==> config.mk <==
export PLATFORM = sky130hd
export DESIGN_NAME = systolic_seq_ctrl
export DESIGN_NICKNAME = d
export VERILOG_FILES = /design/src/rtl/systolic_seq_ctrl.sv
export SDC_FILE = /design/constraint.sdc
export NUM_CORES = 1
export LEC_CHECK = 0
export ABC_AREA = 1
export CELL_PAD_IN_SITES_DETAIL_PLACEMENT = 1
export CELL_PAD_IN_SITES_GLOBAL_PLACEMENT = 2
export CORE_ASPECT_RATIO = 1.25
export CORE_UTILIZATION = 37
export DETAILED_ROUTE_END_ITERATION = 8
export PLACE_DENSITY = 0.9
export SLEW_MARGIN = 0
export SYNTH_ARGS = -nofsm -noshare
export SYNTH_HDL_FRONTEND = slang
export SYNTH_SLANG_ARGS = --single-unit
==> constraint.sdc <==
create_clock -name clk -period 65 [get_ports clk]
set_clock_uncertainty 0.05 [all_clocks]
set_input_delay 13 -clock clk [delete_from_list [all_inputs] [get_ports clk]]
set_output_delay 13 -clock clk [all_outputs]
set_load 0.1 [all_outputs]
==> src/rtl/systolic_seq_ctrl.sv <==
// systolic_seq_ctrl: operand store and skewed wavefront sequencer for a 3x3 systolic array
module systolic_seq_ctrl #(
   parameter int DW           = 32,
   parameter int FLUSH_CYCLES = 4
) (
   input  logic          clk,
   input  logic          rst,
   input  logic          wr_en,
   input  logic          wr_sel,
   input  logic [3:0]    wr_addr,
   input  logic [DW-1:0] wr_data,
   input  logic          start,
   output logic          busy,
   output logic          done,
   output logic          acc_clr,
   output logic          feed_valid,
   output logic [DW-1:0] west0,
   output logic [DW-1:0] west1,
   output logic [DW-1:0] west2,
   output logic [DW-1:0] north0,
   output logic [DW-1:0] north1,
   output logic [DW-1:0] north2
);
   typedef enum logic [2:0] {IDLE, CLEAR, FEED, FLUSH, DONE} state_t;
   localparam logic [3:0] FLUSH_LAST = 4'(FLUSH_CYCLES - 1);
   state_t        state, state_nx;
   logic [2:0]    t, t_nx;
   logic [3:0]    fc, fc_nx;
   logic [DW-1:0] a [9];
   logic [DW-1:0] b [9];
   logic [DW-1:0] wv [3];
   logic [DW-1:0] nv [3];
   // state, wavefront index and flush counter registers
   always_ff @(posedge clk or posedge rst)
      if (rst) begin
         state <= IDLE;
         t     <= '0;
         fc    <= '0;
      end else begin
         state <= state_nx;
         t     <= t_nx;
         fc    <= fc_nx;
      end
   // pass sequencing: one clear cycle, five wavefront cycles, flush, one done cycle
   always_comb begin
      state_nx = state;
      t_nx     = t;
      fc_nx    = fc;
      case (state)
         IDLE:  state_nx = start ? CLEAR : IDLE;
         CLEAR: begin
            state_nx = FEED;
            t_nx     = '0;
         end
         FEED:  begin
            state_nx = (t == 3'd4) ? FLUSH : FEED;
            t_nx     = (t == 3'd4) ? t : t + 3'd1;
            fc_nx    = '0;
         end
         FLUSH: begin
            state_nx = (fc == FLUSH_LAST) ? DONE : FLUSH;
            fc_nx    = (fc == FLUSH_LAST) ? fc : fc + 4'd1;
         end
         DONE:  state_nx = IDLE;
         default: state_nx = IDLE;
      endcase
   end
   // operand store; host writes land only while idle and only for indices 0..8
   always_ff @(posedge clk or posedge rst)
      if (rst) begin
         for (int i = 0; i < 9; i++) begin
            a[i] <= '0;
            b[i] <= '0;
         end
      end else if (wr_en && state == IDLE && wr_addr < 4'd9) begin
         if (wr_sel) b[wr_addr] <= wr_data;
         else        a[wr_addr] <= wr_data;
      end
   // skewed decode: row i gets A[i][t-i] at flat index 2i+t, column j gets B[t-j][j] at 3t-2j
   always_comb begin
      for (int i = 0; i < 3; i++) begin
         wv[i] = '0;
         nv[i] = '0;
         if (state == FEED && t >= 3'(i) && (t - 3'(i)) <= 3'd2) begin
            wv[i] = a[4'(2 * i) + {1'b0, t}];
            nv[i] = b[4'd3 * {1'b0, t} - 4'(2 * i)];
         end
      end
   end
   assign busy       = state != IDLE;
   assign done       = state == DONE;
   assign acc_clr    = state == CLEAR;
   assign feed_valid = state == FEED;
   assign west0      = wv[0];
   assign west1      = wv[1];
   assign west2      = wv[2];
   assign north0     = nv[0];
   assign north1     = nv[1];
   assign north2     = nv[2];
endmodule
## Yosys cells after proc, flatten, opt, wreduce, memory -nomap -nowiden

Index checks and enable logic that the tools add are counted.

| operators by class | value |
|---|---|
| add/sub/neg operators | 8 |
| $mul | 1 |
| magnitude comparators | 15 |
| eq/ne operators | 8 |
| mux-type cells | 36 |
| bitwise gates (word level) | 8 |
| reductions and logical operators | 17 |

Operators with widths:

| cell | number |
|---|---|
| $bmux 32 s4 | 6 |
| $mux 32 | 19 |
| $bwmux 288 | 2 |
| $demux 32 s4 | 1 |
| $ge 5x5->1 const B | 7 |
| $not 4->5 | 6 |
| $pmux 3 s4 | 1 |
| $le 3x2->1 const B | 3 |
| $logic_and 1x1->1 | 9 |
| $pmux 4 s2 | 1 |
| $reduce_and 2->1 | 4 |
| $eq 3x2->1 const B | 2 |
| $eq 3x3->1 const B | 2 |
| $ge 3x1->1 const B | 2 |
| $mux 3 | 2 |
| $pmux 3 s2 | 1 |
| $lt 5x1->1 const B | 1 |
| $not 3->5 | 1 |
| $add 2x3->4 const A | 1 |
| $add 3x3->4 const A | 1 |
| $add 4x1->4 const B | 1 |
| $eq 4x2->1 const B | 1 |
| $lt 4x4->1 const B | 1 |
| $mul 2x3->4 const A | 1 |
| 14 further kinds | 17 |

| word-level totals | value |
|---|---|
| flip-flop bits (word level) | 586 |
| output and inout port bits | 196 |
| word-level logic and storage cells | 114 |

## Longest topological paths before layout

Gate-level depths: netlist of run 1.

| logic depth | value |
|---|---|
| word-level depth | 7 |
| gate-level depth with buffers | 16 |

## Worst setup path before layout of run 1

Ideal clock, no wire load.

| timing | value |
|---|---|
| kind | register to output |
| start | reg t[1] |
| end | out west1[31] |
| data arrival time | 4.028 ns |
| data required time | 51.950 ns |
| setup slack | 47.922 ns |
| cell stages (with the launch flop) | 13 |
| buffers on the path | 5 |
| path through | dfrtp_1 -> buf_2 -> inv_2 -> clkbuf_1 -> clkbuf_1 -> ha_1 -> clkbuf_1 -> nor2_2 -> buf_2 -> nand3_1 -> nand2_1 -> nand3_1 -> a21oi_1 |

| on the way | value |
|---|---|
| word-level cells in the longest chain between the ends | 6 |

RTL lines:

| item | RTL line | source |
|---|---|---|
| from (decl) | 27 | `logic [2:0] t, t_nx;` |
| from (signal assigned) | 41 | `t <= t_nx;` |
| $add 2x3->4 | 85 | `wv[i] = a[4'(2 * i) + {1'b0, t}];` |
| $not 4->5 (not written as such) | 85 |  |
| $bmux 32 s4 | 85 |  |
| $mux 32 (not written as such) (2 in series) | 85 |  |
| $mux 32 (*) | 84 | `if (state == FEED && t >= 3'(i) && (t - 3'(i)) <= 3'd2) begin` |
| to (decl) | 18 | `output logic [DW-1:0] west1,` |

Mark *: on every way between the ends. The rest lies on a longest branch, timed or not. The select of a mux whose other input is x is not followed.

## Worst setup path in the final report of run 1

| timing | value |
|---|---|
| start | reg t[1] |
| end | out north1[9] |

| on the way | value |
|---|---|
| word-level cells in the longest chain between the ends | 7 |

RTL lines:

| item | RTL line | source |
|---|---|---|
| $mul 2x3->4 | 86 | `nv[i] = b[4'd3 * {1'b0, t} - 4'(2 * i)];` |
| $sub 4x2->4 | 86 |  |
| $not 4->5 (not written as such) | 86 |  |
| $bmux 32 s4 | 86 |  |
| $mux 32 (not written as such) (2 in series) | 86 |  |
| $mux 32 (*) | 84 |  |
| to (decl) | 21 | `output logic [DW-1:0] north1,` |

Marked as above.

==> summary.txt, run 1 <==
Clock tree
  – Clk slew on worst S/H paths: 0.06 ns
  – CTS sink cnt: 586
  – Post_cts resized: 0
  – CTS max path bufs: 3
  – CTS hold repair buffers: 0
  – CTS Buf Count: 67
  – CTS root buffer: clkbuf_16
  – Worst-Skew Late Latency: 0.62 ns
  – H-tree depth: 3
  – Post-CTS Setup Bufs: 0
  – CTS tree: yes

Floorplan
  – Row count: 120
  – Io pins: about 240
  – DIE HEIGHT: 332 um
  – Core area: 0.0859 sq mm
  – Die footprint: 0.0881 sq mm
  – Initial Utilization: 37.4%
  – Die width: 266 um

Drt
  – DRC viols: 0
  – 1st-iter DRT viols: 2183
  – DRT Pass-1 Iters: 5
  – Routed via count: 31.4k
  – Wire length per cell: 22.1 um
  – Detailed Route WL: 125 mm
  – Vias/cell: 5.54
  – Final ANT Viol Nets: 0

Cells and area
  – Syn-to-layout area delta: 15.3%
  – Share of cells above drive strength 1: between 4 and 5%
  – Post-route design area: 0.0371 sq mm
  – Filler cells: 10.8k
  – Area of the multi-input gates: 0.0154 sq mm
  – Most common cell after layout, fill and taps aside: nand2_1
  – Storage cell area: 0.0147 sq mm
  – Commonest non-fill, non-tap cells in the layout: nand2_1 (1513), nand3_1 (754), o21ai_0 (629)
  – # nets final: around 4.5k

Setup path
  – Worst EP required: approximately 52 ns
  – Worst reg2reg setup slack: around 62 ns
  – Crit path DAT: a little over 7 ns
  – Critical Path Fanout Max: 54
  – Setup crit end kind: output pin
  – CP startpoint kind: flip-flop
  – Crit path kind: flip-flop to output pin
  – Worst reg2reg path depth: 5

GRT
  – Gr usage total: 28.5%
  – Largest net degree at the start of global routing: 194
  – Vias in the first global route: 32.3k
  – First-pass GRT wire length: 196 mm
  – Gr ovfl total: 0
  – Antenna violations before repair: 1

Logic synthesis
  – Seq cells post-synth: 586
  – Warnings, synthesis: 0
  – Cells after Synth: between 4k and 5k
  – Combinational family with the most area after synthesis: simple AND/OR/NAND/NOR gates
  – Multiplexer share of the synthesized area: 0%
  – Synth top area share: roughly 46%
  – Avg Cell Area, Syn: 7.20 sq um
  – Synth Area in XOR/XNOR: 0.109%
  – Compound-Gate Fraction of Synth Area: 12.8%
  – Yosys top cell by area: dfrtp_1
  – Synth area leaders: dfrtp_1 (46%), nand2_1 (18%), nand3_1 (12%)
  – Unique masters post-synth: 35
  – Syn nets: 4516
  – Simple-Gate Fraction of Synth Area: 34.2%
  – Mapped cell area: ~0.032 sq mm
  – Seq/Total Area, Yosys: a little under half
  – Synth Area in Adders: 0.475%

Status
  – Status: complete, no violations

Hold path
  – Hold path cells: 2
  – HP Class: flip-flop to flip-flop

Power and ir drop
  – Lkg Pwr: 15.9 nW
  – Power per cell area: between 50 and 60 mW/mm^2
  – Maximum vdd drop: approximately 0.042 mV

Timing
  – Setup TNS: 0 ns
  – Worst-margin pin slew: 1.19 ns
  – Minimum clock period: 20.19 ns
  – RSZ-0062 raised after global routing: no
  – Fmax: 49.5 MHz
  – Final hold viol count: 0
  – Final period util: 31.1%
  – Setup violators final: 0
  – Max Slew Vio Count: 0
  – Slew headroom: 20.3%
  – WHS: 0.424 ns

Place
  – Global placement routability congestion: 0.832
  – Placed instance area: 0.0348 sq mm
  – Hpwl dp: 73.5 mm
  – # port buffers: 236

Run
  – Max-Cap Viols: 0
## cells by family after synthesis
kind of cell,Yosys count
AO/OA/AOI/OAI,818
buffers and inverters,498
adder cells (fa/ha/maj),11
XOR/XNOR,4
AND/OR/NAND/NOR,2547
flip-flops,586
## cell type report
| cell class | count | area share [%] |
|---|---|---|
| antenna | 3 | 0.0203 |
| clock buffer | 93 | 5.28 |
| clock inverter | 22 | 0.874 |
| inverter | 139 | 1.46 |
| multi-input combinational | 3380 | 41.5 |
| sequential | 586 | 39.6 |
| tap | 1159 | 3.91 |
| timing repair buffer | 281 | 7.35 |
## power breakdown
part / switching (W) / total [W] / internal (W)
sequential: 0.0000360 / 0.000447 / 0.000411
combinational: 0.000803 / 0.00105 / 0.000249
clock: 0.000162 / 0.000403 / 0.000242
total: 0.00100 / 0.00190 / 0.000902
## metal layers
metal  wire length (um)  vias to the layer above  global-route usage [%]  share of wire, %
met5                  0                        -                       0                 0
met4               3390                        0                    9.02               2.7
li1                   -                    14700                       -                 -
met1              56500                    15600                    38.9                45
met2              58600                      851                    47.1                47
met3               6460                      200                    3.27               5.2
## cell usage after synthesis, drive strengths merged
cell,number
buf,153
dfrtp,586
a31oi,1
nand4,32
o22ai,1
clkinv,1
inv,138
nor3,7
fa,2
o211ai,8
o311ai,1
nand2,1513
nor2,158
xor2,3
a21oi,91
nand3,772
and2,45
xnor2,1
o21ai,716
ha,9
or2,20
clkbuf,206
## flip-flops by register name, summed over array words and instances (netlist names)
signal / flops
t: 3
fc: 4
b: 288
a: 288
state: 3
## stage by stage
stage                     total power (W)  util, %  cells  setup WS [ns]
after CTS                         0.00191     43.1   5660          44.90
after global routing              0.00201     43.1   5660          44.60
after global placement            0.00149     40.5   5545          45.67
after floorplan                   0.00117        -   4464          35.55
after detailed placement          0.00150     40.5   5545          45.60
final                             0.00190     43.1   5663          44.81
## final timing paths
check                          from        end
min in group asynchronous       rst     a[166]
max reg2reg                state[0]     b[150]
min reg2reg                  a[209]     a[209]
max                            t[1]  north1[9]
min                          a[209]     a[209]
max in group asynchronous       rst       t[1]
## worst max-delay path, stage by stage (launching register included)
cell and delay [ns]:
dfrtp_4 0.83, clkinv_2 0.59, ha_2 0.95, buf_4 0.64, clkinv_2 0.61, nor2_2 0.78, buf_4 0.44, nand3_1 0.12
nand4_1 0.23, and2_1 0.17, nor2_1 0.05, clkdlybuf4s50_1 0.96
Power figures use the tool's default switching activity.
==> run 2: changes to the inputs <==
- CORE_UTILIZATION: 37 -> 34
- PLACE_DENSITY: 0.9 -> 0.84
- clock period: 65 -> 20.2 ns (I/O delays scaled with it)
==> run 2 against run 1 <==
  * Worst hold slack better by 0.0062 ns
  * Combinational power grew to 3.3 times the previous value
  * Sequential share of layout area barely moved
  * Total power grew to 3.2 times the previous value
  * Non-clock buffer count is 2 higher
  * Final cell count grew 0.94%
  * Sequential cell count is the same
==> summary.txt, run 2 (synthesized netlist as in run 1, its figures left out) <==
Hold path
  – HP Class: flip-flop to flip-flop
  – Hold path cells: 2
  – HP Start: a[256]
  – Sink of the worst hold path: a[256]

GRT
  – Gr ovfl total: 0
  – Largest net degree at the start of global routing: 195
  – First-pass GRT wire length: 198 mm
  – Antenna violations before repair: 3
  – Gr usage total: 26.6%
  – Vias in the first global route: 31.7k

Power and ir drop
  – Maximum vdd drop: 0.115 mV
  – Tot Pwr: 0.00609 W
  – Lkg Pwr: 15.9 nW
  – Power per cell area: ~160 mW/mm^2

Clock tree
  – CTS Buf Count: 67
  – H-tree depth: 3
  – Post_cts resized: 0
  – Worst-Skew Late Latency: 0.63 ns
  – Clk slew on worst S/H paths: 0.06 ns
  – CTS root buffer: clkbuf_16
  – CTS max path bufs: 3
  – CTS tree: yes
  – CTS hold repair buffers: 0
  – CTS sink cnt: 586
  – Post-CTS Setup Bufs: 0

Cells and area
  – Layout Cells excl Fill: 5716
  – Share of cells above drive strength 1: under 10%
  – Most common cell after layout, fill and taps aside: nand2_1
  – Top flop regs: a x288, b x288, fc x4
  – Storage cell area: 0.0147 sq mm
  – # nets final: 4509
  – Area of the multi-input gates: between 0.015 and 0.02 sq mm
  – Syn-to-layout area delta: 15.2%
  – Commonest non-fill, non-tap cells in the layout: nand2_1 (1513), nand3_1 (754), o21ai_0 (629)
  – Filler cells: 11.5k

Timing
  – Final period util: 55.3%
  – Final hold viol count: 0
  – Setup TNS: 0 ns
  – Max Slew Vio Count: 0
  – Setup violators final: 0
  – RSZ-0062 raised after global routing: no
  – Slew headroom: about 20%
  – Minimum clock period: 11.16 ns
  – Fmax: 89.6 MHz
  – Fin worst setup slack: 9.04 ns
  – Worst-margin pin slew: 1.19 ns

Drt
  – Final ANT Viol Nets: 0
  – 1st-iter DRT viols: 2433
  – Routed via count: 31.4k
  – Vias/cell: 5.49
  – DRC viols: 0
  – DRT Pass-1 Iters: 7
  – Wire length per cell: approximately 22 um
  – Detailed Route WL: 128 mm

Place
  – Hpwl dp: 75.6 mm
  – Cells after DPL: about 5.6k
  – # port buffers: 236
  – Setup WS pre-CTS: around 9.8 ns
  – Global placement routability congestion: 0.818

Status
  – Status: complete, no violations

Setup path
  – Launch point of the worst reg-to-reg path: t[0]
  – Critical Path Fanout Max: 161
  – Worst reg2reg path depth: 6
  – Setup crit end kind: output pin
  – Reg2reg end: t[1]
  – Crit path DAT: 7.07 ns
  – CP startpoint kind: flip-flop
  – Crit path kind: flip-flop to output pin
  – Worst EP required: 16.11 ns
  – Worst reg2reg setup slack: 16.74 ns

Floorplan
  – Die width: about 280 um
  – Core area: 0.0934 sq mm
  – Die footprint: 0.0958 sq mm
  – Row count: 125
  – Io pins: 237
  – Initial Utilization: 34.4%
  – DIE HEIGHT: 346 um

Run
  – Max-Cap Viols: 0
run 2: cell types whose count changed in the layout (fill, tap and decap cells not counted), moves of 2 or more:
cell | previous run | this run
buf_4 | 43 | 45
nor2_2 | 6 | 4
clkbuf_1 | 10 | 17
nor2_4 | 3 | 5
bufinv_16 | 8 | 3
clkbuf_8 | 14 | 12
inv_6 | 2 | 4
clkinvlp_4 | 1 | 4
clkinv_8 | 0 | 2
run 2: power by group:
part	internal [W]	leakage (nW)	switching (W)	total (W)
Sequential	0.00132	8.05	0.000108	0.00143
Clock	0.000714	1.07	0.000525	0.00124
Combinational	0.000805	6.74	0.00261	0.00342
run 2: worst max-delay path by stage:
stage          from    endpoint  slack [ns]  depth (start not counted)
2_1_floorplan   rst        a[0]        8.12                          1
3_3_place_gp   t[0]   north1[9]        9.85                         11
3_5_place_dp   t[0]   north1[6]        9.77                         11
4_1_cts        t[0]   north1[6]        9.05                         11
5_1_grt        t[1]  north1[17]        8.91                         11
6_report       t[0]  north1[24]        9.04                         11
run 2: layer usage:
metal	share of wire (%)	wire length [um]	vias up	GRT usage, %
met5	0.010	13	-	0
met4	2.4	3010	2	7.82
met3	5.1	6590	170	3.06
met2	48	60900	856	44.5
met1	45	57400	15600	35.9
li1	-	-	14700	-
run 2: through the flow:
stage / instance area, sq um / util (%) / hold slack (ns)
after floorplan: 32200 / - / 0.395
after global placement: 34900 / 37.3 / 0.409
after detailed placement: 34900 / 37.3 / 0.417
after CTS: 37000 / 39.7 / 0.432
after global routing: 37000 / 39.7 / 0.447
final: 37000 / 39.7 / 0.430
run 2: worst max-delay path: stages, from the launching register on:
cell and delay [ns]:
dfrtp_4 0.68, inv_8 0.79, ha_2 0.35, buf_4 0.35, buf_4 0.66, o21ai_0 0.32, nor2_4 0.13, buf_4 0.46
and2_2 0.96, nand2_1 0.14, nor2_1 0.18, clkdlybuf4s50_1 1.15
run 2: cell type report:
type	instances	area share (%)
timing repair buffer	283	7.40
sequential	586	39.6
clock buffer	98	5.28
clock inverter	22	0.621
antenna	2	0.0135
tap	1206	4.07
multi-input combinational	3380	41.6
inverter	139	1.45
